**config.mk**
```make
export PLATFORM = sky130hd
export DESIGN_NAME = sqrt_feeder
export DESIGN_NICKNAME = d
export VERILOG_FILES = /design/src/rtl/sqrt_pkg.sv /design/src/rtl/sqrt_feeder_fifo.sv /design/src/rtl/sqrt_feeder.sv
export SDC_FILE = /design/constraint.sdc
export NUM_CORES = 1
export LEC_CHECK = 0
export CAP_MARGIN = 20
export CORE_ASPECT_RATIO = 1.2
export CORE_MARGIN = 10
export CORE_UTILIZATION = 50
export DETAILED_ROUTE_END_ITERATION = 8
export PLACE_DENSITY = 0.76
export SLEW_MARGIN = 20
export SYNTH_ARGS = -nofsm -noshare
export SYNTH_HDL_FRONTEND = slang
export SYNTH_SLANG_ARGS = --single-unit
export TNS_END_PERCENT = 50
```
**constraint.sdc**
```tcl
create_clock -name clk_i -period 2 [get_ports clk_i]
set_input_delay 0.4 -clock clk_i [delete_from_list [all_inputs] [get_ports clk_i]]
set_output_delay 0.4 -clock clk_i [all_outputs]
set_load 0.01 [all_outputs]
```
**src/rtl/sqrt_pkg.sv**
```systemverilog
// sqrt_pkg: shared widths, feeder FSM states and request/response records.
package sqrt_pkg;
  localparam int X_W = 8;
  localparam int R_W = 4;
  localparam int T_W = 4;
  typedef enum logic [1:0] {S_IDLE, S_START, S_WAIT, S_RESP} state_t;
  typedef struct packed {
    logic [X_W-1:0] x;
    logic [T_W-1:0] tag;
  } req_t;
  typedef struct packed {
    logic [R_W-1:0] root;
    logic [X_W-1:0] x;
    logic [T_W-1:0] tag;
    logic           err;
  } rsp_t;
endpackage

```
**src/rtl/sqrt_feeder_fifo.sv**
```systemverilog
// sqrt_feeder_fifo: power-of-two request buffer holding {x,tag} entries.
module sqrt_feeder_fifo
  import sqrt_pkg::*;
#(
  parameter int DEPTH = 4
) (
  input  logic clk_i,
  input  logic rst_i,
  input  logic push_i,
  input  req_t data_i,
  input  logic pop_i,
  output req_t data_o,
  output logic full_o,
  output logic empty_o
);
  localparam int AW = $clog2(DEPTH);
  logic [AW:0] wr_q, wr_d, rd_q, rd_d;
  logic do_push, do_pop;
  req_t mem_q [DEPTH];
  // Pointers carry one extra wrap bit so full and empty are distinguishable.
  always_comb begin
    empty_o = wr_q == rd_q;
    full_o  = (wr_q[AW] != rd_q[AW]) && (wr_q[AW-1:0] == rd_q[AW-1:0]);
    do_push = push_i && !full_o;
    do_pop  = pop_i && !empty_o;
    wr_d    = do_push ? wr_q + (AW+1)'(1) : wr_q;
    rd_d    = do_pop ? rd_q + (AW+1)'(1) : rd_q;
    data_o  = mem_q[rd_q[AW-1:0]];
  end
  always_ff @(posedge clk_i or posedge rst_i) begin
    if (rst_i) begin
      wr_q <= '0;
      rd_q <= '0;
    end else begin
      wr_q <= wr_d;
      rd_q <= rd_d;
    end
  end
  always_ff @(posedge clk_i) begin
    if (do_push) mem_q[wr_q[AW-1:0]] <= data_i;
  end
endmodule

```
**src/rtl/sqrt_feeder.sv**
```systemverilog
// sqrt_feeder: buffers radicands and feeds them one at a time to an external sqrt core.
module sqrt_feeder
  import sqrt_pkg::*;
#(
  parameter int FIFO_DEPTH = 4,
  parameter int TIMEOUT    = 64
) (
  input  logic           clk_i,
  input  logic           rst_i,
  input  logic           req_valid_i,
  output logic           req_ready_o,
  input  logic [X_W-1:0] req_x_i,
  input  logic [T_W-1:0] req_tag_i,
  output logic           core_start_o,
  output logic [X_W-1:0] core_x_o,
  input  logic           core_done_i,
  input  logic [R_W-1:0] core_root_i,
  output logic           rsp_valid_o,
  input  logic           rsp_ready_i,
  output logic [R_W-1:0] rsp_root_o,
  output logic [X_W-1:0] rsp_x_o,
  output logic [T_W-1:0] rsp_tag_o,
  output logic           rsp_err_o
);
  localparam int CW = $clog2(TIMEOUT);
  state_t         state_q, state_d;
  logic [X_W-1:0] x_q, x_d;
  logic [T_W-1:0] tag_q, tag_d;
  logic [CW-1:0]  cnt_q, cnt_d;
  rsp_t           rsp_q, rsp_d;
  req_t           fifo_in, fifo_out;
  logic           fifo_full, fifo_empty, pop;
  always_comb fifo_in = '{x: req_x_i, tag: req_tag_i};
  sqrt_feeder_fifo #(.DEPTH(FIFO_DEPTH)) u_fifo (
    .clk_i  (clk_i),
    .rst_i  (rst_i),
    .push_i (req_valid_i),
    .data_i (fifo_in),
    .pop_i  (pop),
    .data_o (fifo_out),
    .full_o (fifo_full),
    .empty_o(fifo_empty)
  );
  always_ff @(posedge clk_i or posedge rst_i) begin
    if (rst_i) begin
      state_q <= S_IDLE;
      x_q     <= '0;
      tag_q   <= '0;
      cnt_q   <= '0;
      rsp_q   <= '0;
    end else begin
      state_q <= state_d;
      x_q     <= x_d;
      tag_q   <= tag_d;
      cnt_q   <= cnt_d;
      rsp_q   <= rsp_d;
    end
  end
  // Done is tested before the timeout so a coincident completion is kept.
  always_comb begin
    state_d = state_q;
    x_d     = x_q;
    tag_d   = tag_q;
    cnt_d   = cnt_q;
    rsp_d   = rsp_q;
    pop     = 1'b0;
    case (state_q)
      S_IDLE: begin
        if (!fifo_empty) begin
          pop     = 1'b1;
          x_d     = fifo_out.x;
          tag_d   = fifo_out.tag;
          rsp_d   = '{root: '0, x: fifo_out.x, tag: fifo_out.tag, err: 1'b0};
          state_d = (fifo_out.x == '0) ? S_RESP : S_START;
        end
      end
      S_START: begin
        cnt_d   = '0;
        state_d = S_WAIT;
      end
      S_WAIT: begin
        if (core_done_i) begin
          rsp_d   = '{root: core_root_i, x: x_q, tag: tag_q, err: 1'b0};
          state_d = S_RESP;
        end else if (cnt_q == CW'(TIMEOUT - 1)) begin
          rsp_d   = '{root: '0, x: x_q, tag: tag_q, err: 1'b1};
          state_d = S_RESP;
        end else begin
          cnt_d = cnt_q + CW'(1);
        end
      end
      S_RESP:  state_d = rsp_ready_i ? S_IDLE : S_RESP;
      default: state_d = S_IDLE;
    endcase
  end
  always_comb begin
    req_ready_o  = !fifo_full;
    core_start_o = state_q == S_START;
    core_x_o     = x_q;
    rsp_valid_o  = state_q == S_RESP;
    rsp_root_o   = rsp_q.root;
    rsp_x_o      = rsp_q.x;
    rsp_tag_o    = rsp_q.tag;
    rsp_err_o    = rsp_q.err;
  end
endmodule

```
Word level (Yosys, flattened, before mapping). Memories as Yosys holds them, arrays and structs flattened. Cells that the tools add are included.

Bits in registers: 43. RAM bits: 48. Input port bits: 21. Output and inout port bits: 28. Logic and storage cells: 56. Memories kept: 1.

Add/sub/neg operators: 3. Eq/ne operators: 11. Multiplexer cells: 17. Bitwise gates (word level): 1. Reduce and logical (&&, ||, !) cells: 13.

Memories: u_fifo.mem_q (depth 4, bits a word 12, rd ports 1, clocked after memory_dff 0, write ports 1, line sqrt_feeder_fifo.sv:19) `req_t mem_q [DEPTH];`.

Operator list (count): 17-bit 2-to-1 mux (3); 17-bit case mux with 2 select lines (1); 6-bit 2-to-1 mux (2); 6-bit case mux with 2 select lines (1); 2-bit 2-to-1 mux (5); 8-bit zero test (1); 2-bit case mux with 4 select lines (1); 3-bit by 1-bit adder with 3-bit output, second input constant (2); 6-bit by 1-bit adder with 6-bit output, second input constant (1); 6-bit equality test, second input constant (1); 2-bit inequality test, second input constant (3); 3-bit AND reduction (2); 2-bit equality test, second input constant (2); 1-bit 2-to-1 mux (4); 2-bit AND reduction (2); 2-bit nonzero test (2); 3-bit equality test (1); 1-bit logical AND (3); 3-bit inequality test, second input constant (1); 2-bit by 1-bit equality test with 1-bit output, second input constant (1); 2-bit equality test (1); 1-bit zero test (2); 2-bit zero test (1); 1-bit inequality test (1); 1-bit inverter (1).

Logic depth before layout (Yosys ltp). Gate-level depths: netlist (run 1).

Depth in word-level cells: 6. Mapped depth: 8. Mapped depth without buffers: 6.

Cells and area by module. From an unflattened synthesis (run 1), not the netlist that was laid out.

Cells, all modules: 254. Area, all modules: 4095.2 sq um.

By module, submodules not included: sqrt_feeder_fifo (times used 1, cells an instance 113, area each 2244.7 sq um, seq. area each 1591.5 sq um); sqrt_feeder (times used 1, cells an instance 141, area each 1850.5 sq um, seq. area each 925.9 sq um).

Worst setup path before layout (run 1). Ideal clock, no wire load.

Kind: register -> register. Start point: reg state_q[0]. End point: reg rsp_q, in the netlist rsp_root_o[3]. Setup time: 125 ps. Arrival time: 1753 ps. Setup slack: 122 ps. Stages on the path, launching flop included: 9. Path buffers: 2. Cells stage by stage: dfrtp_1 -> inv_1 -> ha_1 -> buf_2 -> nand2b_1 -> a31o_2 -> o211ai_4 -> buf_6 -> mux2_2.

Word-level cells in the longest chain between the ends: 3.

Ends and longest elaborated chain: from (decl) (line sqrt_feeder.sv:26) `state_t state_q, state_d;`; from (signal assigned) (line sqrt_feeder.sv:52) `state_q <= state_d;`; 2-bit equality test or 2-bit zero test (tied branches) (line sqrt_feeder.sv:67) `case (state_q)`; 3-bit inequality test (no line) (tied with other cells); 3-bit AND reduction (no line); to (signal assigned) (line sqrt_feeder.sv:56) `rsp_q <= rsp_d;`; to (decl) (line sqrt_feeder.sv:30) `rsp_t rsp_q, rsp_d;`.

Parallel ways exist; a longest one is shown, timed or not. A chain may end at the register's enable or synchronous reset.

Worst setup path in the final report (run 1).
Start point: reg u_fifo.rd_q[0]. End point: reg state_q[1].

Word-level cells in the longest chain between the ends: 5.

Ends and longest elaborated chain: from (decl) (line sqrt_feeder_fifo.sv:17) `logic [AW:0] wr_q, wr_d, rd_q, rd_d;`; from (signal assigned) (line sqrt_feeder_fifo.sv:36) `rd_q <= rd_d;`; memory read 4 x 12 bit; 8-bit zero test (line sqrt_feeder.sv:74) `state_d = (fifo_out.x == '0) ? S_RESP : S_START;`; 2-bit 2-to-1 mux (line sqrt_feeder.sv:74); 2-bit 2-to-1 mux (line sqrt_feeder.sv:69) `if (!fifo_empty) begin`; 2-bit case mux with 4 select lines (line sqrt_feeder.sv:67).

Parallel ways exist; a longest one is shown, timed or not. The select of a mux whose other input is x is not followed.

==> flow_metrics.tcl, run 1 <==
set metrics [dict create \
    numCtsBuffers 9 \
    whs_ns 0.374 \
    drt_iter0_drc 88 \
    status "finished clean" \
    min_period_over_period_pct 95.6 \
    clk_latency_ns 0.36 \
    hold_viol 0 \
    cts.sinks 91 \
    port_buffers 48 \
    num_antenna_cells 0 \
    post-cts-setup-buffers 0 \
    maxSlewHeadroom_pct 59.6 \
    antenna_found_initial 0 \
    ys_seq_elements 91 \
    drive_gt1_share_pct 24.7 \
    synth_warnings 0 \
    worstPathRequired_ns 2.29 \
    gp_congestion 0.773 \
    die_h_um 118 \
    ctsHtreeMaxLevel 3 \
    overflow 0 \
    vias_per_cell 5.50 \
    ff2ff_setup_slack_ns 0.09 \
    synthArstFlopShare_pct 47.3 \
    dr.pass1.iters 4 \
    design_area_mm2 0.00504 \
    rsz0062_at_grt "yes" \
    grt_max_degree 44 \
    num-fill-cells 564 \
    clkTransAtPathRegs_ns 0.09 \
    final_nets 371 \
    tritoncts "done" \
    vias 2396 \
    setup_viol 0 \
    die_w_um 102 \
    fin_crit_ns 1.91 \
    ys_seq_area_share_pct 62.6 \
    initial_utilization_pct 51.9 \
    syn_nets 299 \
    finClkSkew_ns 0.00617 \
    min_path_type "input pin to asynchronous set/reset pin" \
    wl_per_cell_um 17.8 \
    worst-setup-path-type "flip-flop to flip-flop" \
    ys.flop_type "edfxtp_1" \
    syn_area_per_cell_um2 15.1 \
    max_freq_mhz 523 \
    grt_usage_pct 13.2 \
    syn_inst 267 \
    ir_drop_v 0.000682 \
    worstMarginPinSlew_ns 0.602 \
    cts_max_path_buffers 2 \
    rows 35 \
    placed_area_mm2 0.00479 \
    p_total_w 0.00831 \
    hpwl_um 5610 \
    area_delta_synth_final_pct 25.5 \
    maxSlewViolCount 0 \
    dieArea_mm2 0.0120 \
    root_buffer "clkbuf_8" \
    drcViolationCount 0 \
    crit_arrival_ns 2.20 \
    synth-edff-count 48 \
    io_pins 49 \
    max-cap-violations 0 \
    wirelength_um 7760 \
    start_kind "flip-flop" \
    finalSetupTns_ns 0 \
    critPathCaptureType "flip-flop" \
    ys_types 43 \
    grt_pass1_vias 2516 \
    antenna_left 0 \
    grt_pass1_wl_um 12600 \
    worst-path-max-fanout 12 \
    power.leakage_nw 2.06 \
    syn-cell-area_mm2 0.00402 \
    core-area_mm2 0.00775 \
    power_density_mw_per_mm2 1650 \
]
timing repair:
action                                  in CTS  in global routing
pin swaps                                    0                  2
resized for setup                            6                  4
hold buffers                                 0                  0
endpoints found under the setup margin       3                 19
sequential cells by signal (all words and copies together) (netlist names):
register,count
u_fifo.rd_q,3
tag_q,4
rsp_tag_o,4
rsp_x_o,8
state_q,2
cnt_q,6
rsp_err_o,1
rsp_root_o,4
u_fifo.mem_q,48
core_x_o,8
u_fifo.wr_q,3
worst max-delay path: stages (launching register included):
cell       delay, ns
dfrtp_1         0.39
buf_12          0.17
mux4_2          0.55
nor4_2          0.33
buf_4           0.17
a21boi_1        0.08
o2bb2ai_2       0.15
logic make-up (layout without fill, tap and decap cells):
group / Yosys count / after routing / share of synthesized area, %
AOI/OAI and AO/OA: 23 / 23 / 4.86
xor gates and xnor gates: 8 / 8 / 1.74
buffers and inverters: 24 / 101 / 3.33
DFF: 91 / 91 / 62.6
adders and majority gates: 11 / 11 / 3.42
muxes: 42 / 42 / 15.9
and+or+nand+nor: 68 / 68 / 8.09
where the power goes:
part	internal [W]	switching (W)
logic	0.00212	0.00181
clock network	0.000727	0.000683
registers	0.00263	0.000336
layer usage:
metal	share of wire, %	track usage (%)
met3	3.9	2.45
met2	52	22.6
met1	42	15.4
met4	2.2	6.18
met5	0	0
metrics by stage:
step	std cells	util [%]	worst slack, ns
finish	436	65.1	0.0885
global route	436	65.1	-0.0125
CTS	436	65.1	0.0120
detailed placement	420	61.7	-0.0374
global placement	420	61.7	-0.0171
floorplan	267	-	0.122
cells in the mapped netlist, types with 3 or more instances:
| library cell | count | area share, % |
|---|---|---|
| and2_1 | 4 | 0.62 |
| and3_1 | 6 | 0.93 |
| clkbuf_1 | 4 | 0.37 |
| dfrtp_1 | 43 | 27 |
| edfxtp_1 | 48 | 36 |
| ha_1 | 11 | 3.4 |
| inv_1 | 13 | 1.2 |
| mux2_2 | 29 | 8.1 |
| mux4_1 | 9 | 5.9 |
| mux4_2 | 3 | 1.7 |
| nand2_1 | 40 | 3.7 |
| nand3_1 | 5 | 0.62 |
| o211ai_1 | 6 | 1.1 |
| o21ai_0 | 3 | 0.37 |
| xnor2_1 | 5 | 1.1 |
| xor2_1 | 3 | 0.65 |
placed cells by master, fill, tap and decap left out, drive strengths merged, types with 2 or more instances in the layout:
cell type	count
nand4	2
clkinv	2
dlygate4sd2	2
and3	6
inv	15
a31o	2
xnor2	5
clkbuf	9
and2	4
a32o	2
bufinv	2
nor4	2
o211ai	7
xor2	3
o21ai	3
nor2b	2
o2bb2ai	2
edfxtp	48
nor2	2
ha	11
nand3	5
nor3	2
buf	24
mux2	29
nand2	40
dfrtp	43
mux4	12
clkdlybuf4s50	45
a31oi	2
area by class of cell:
cell class	instances	area, um^2	area share (%)
sequential	91	2520	49.9
timing repair buffer	72	736	14.6
multi-input combinational	152	1400	27.7
tap	92	115	2.28
clock inverter	7	108	2.13
inverter	13	48.8	0.967
clock buffer	9	124	2.46
worst paths after layout:
kind | startpoint | depth (start not counted) | endpoint
worst max-delay path | u_fifo.rd_q[0] | 6 | state_q[1]
worst min-delay path | rst_i | 3 | rsp_tag_o[3]
worst max register to register | u_fifo.rd_q[0] | 6 | state_q[1]
worst min register to register | tag_q[1] | 1 | tag_q[1]
max in group asynchronous | rst_i | 3 | cnt_q[5]
min in group clk_i | tag_q[1] | 1 | tag_q[1]
No activity file was read; power rests on OpenSTA's default activity.
==> inputs of run 2 (changes only) <==
--- a/config.mk
+++ b/config.mk
@@ -5,7 +5,6 @@
 export SDC_FILE = /design/constraint.sdc
 export NUM_CORES = 1
 export LEC_CHECK = 0
-export CAP_MARGIN = 20
 export CORE_ASPECT_RATIO = 1.2
 export CORE_MARGIN = 10
 export CORE_UTILIZATION = 50
==> results of run 2 <==
No change in the layout: final DEF, timing and power equal those of run 1.
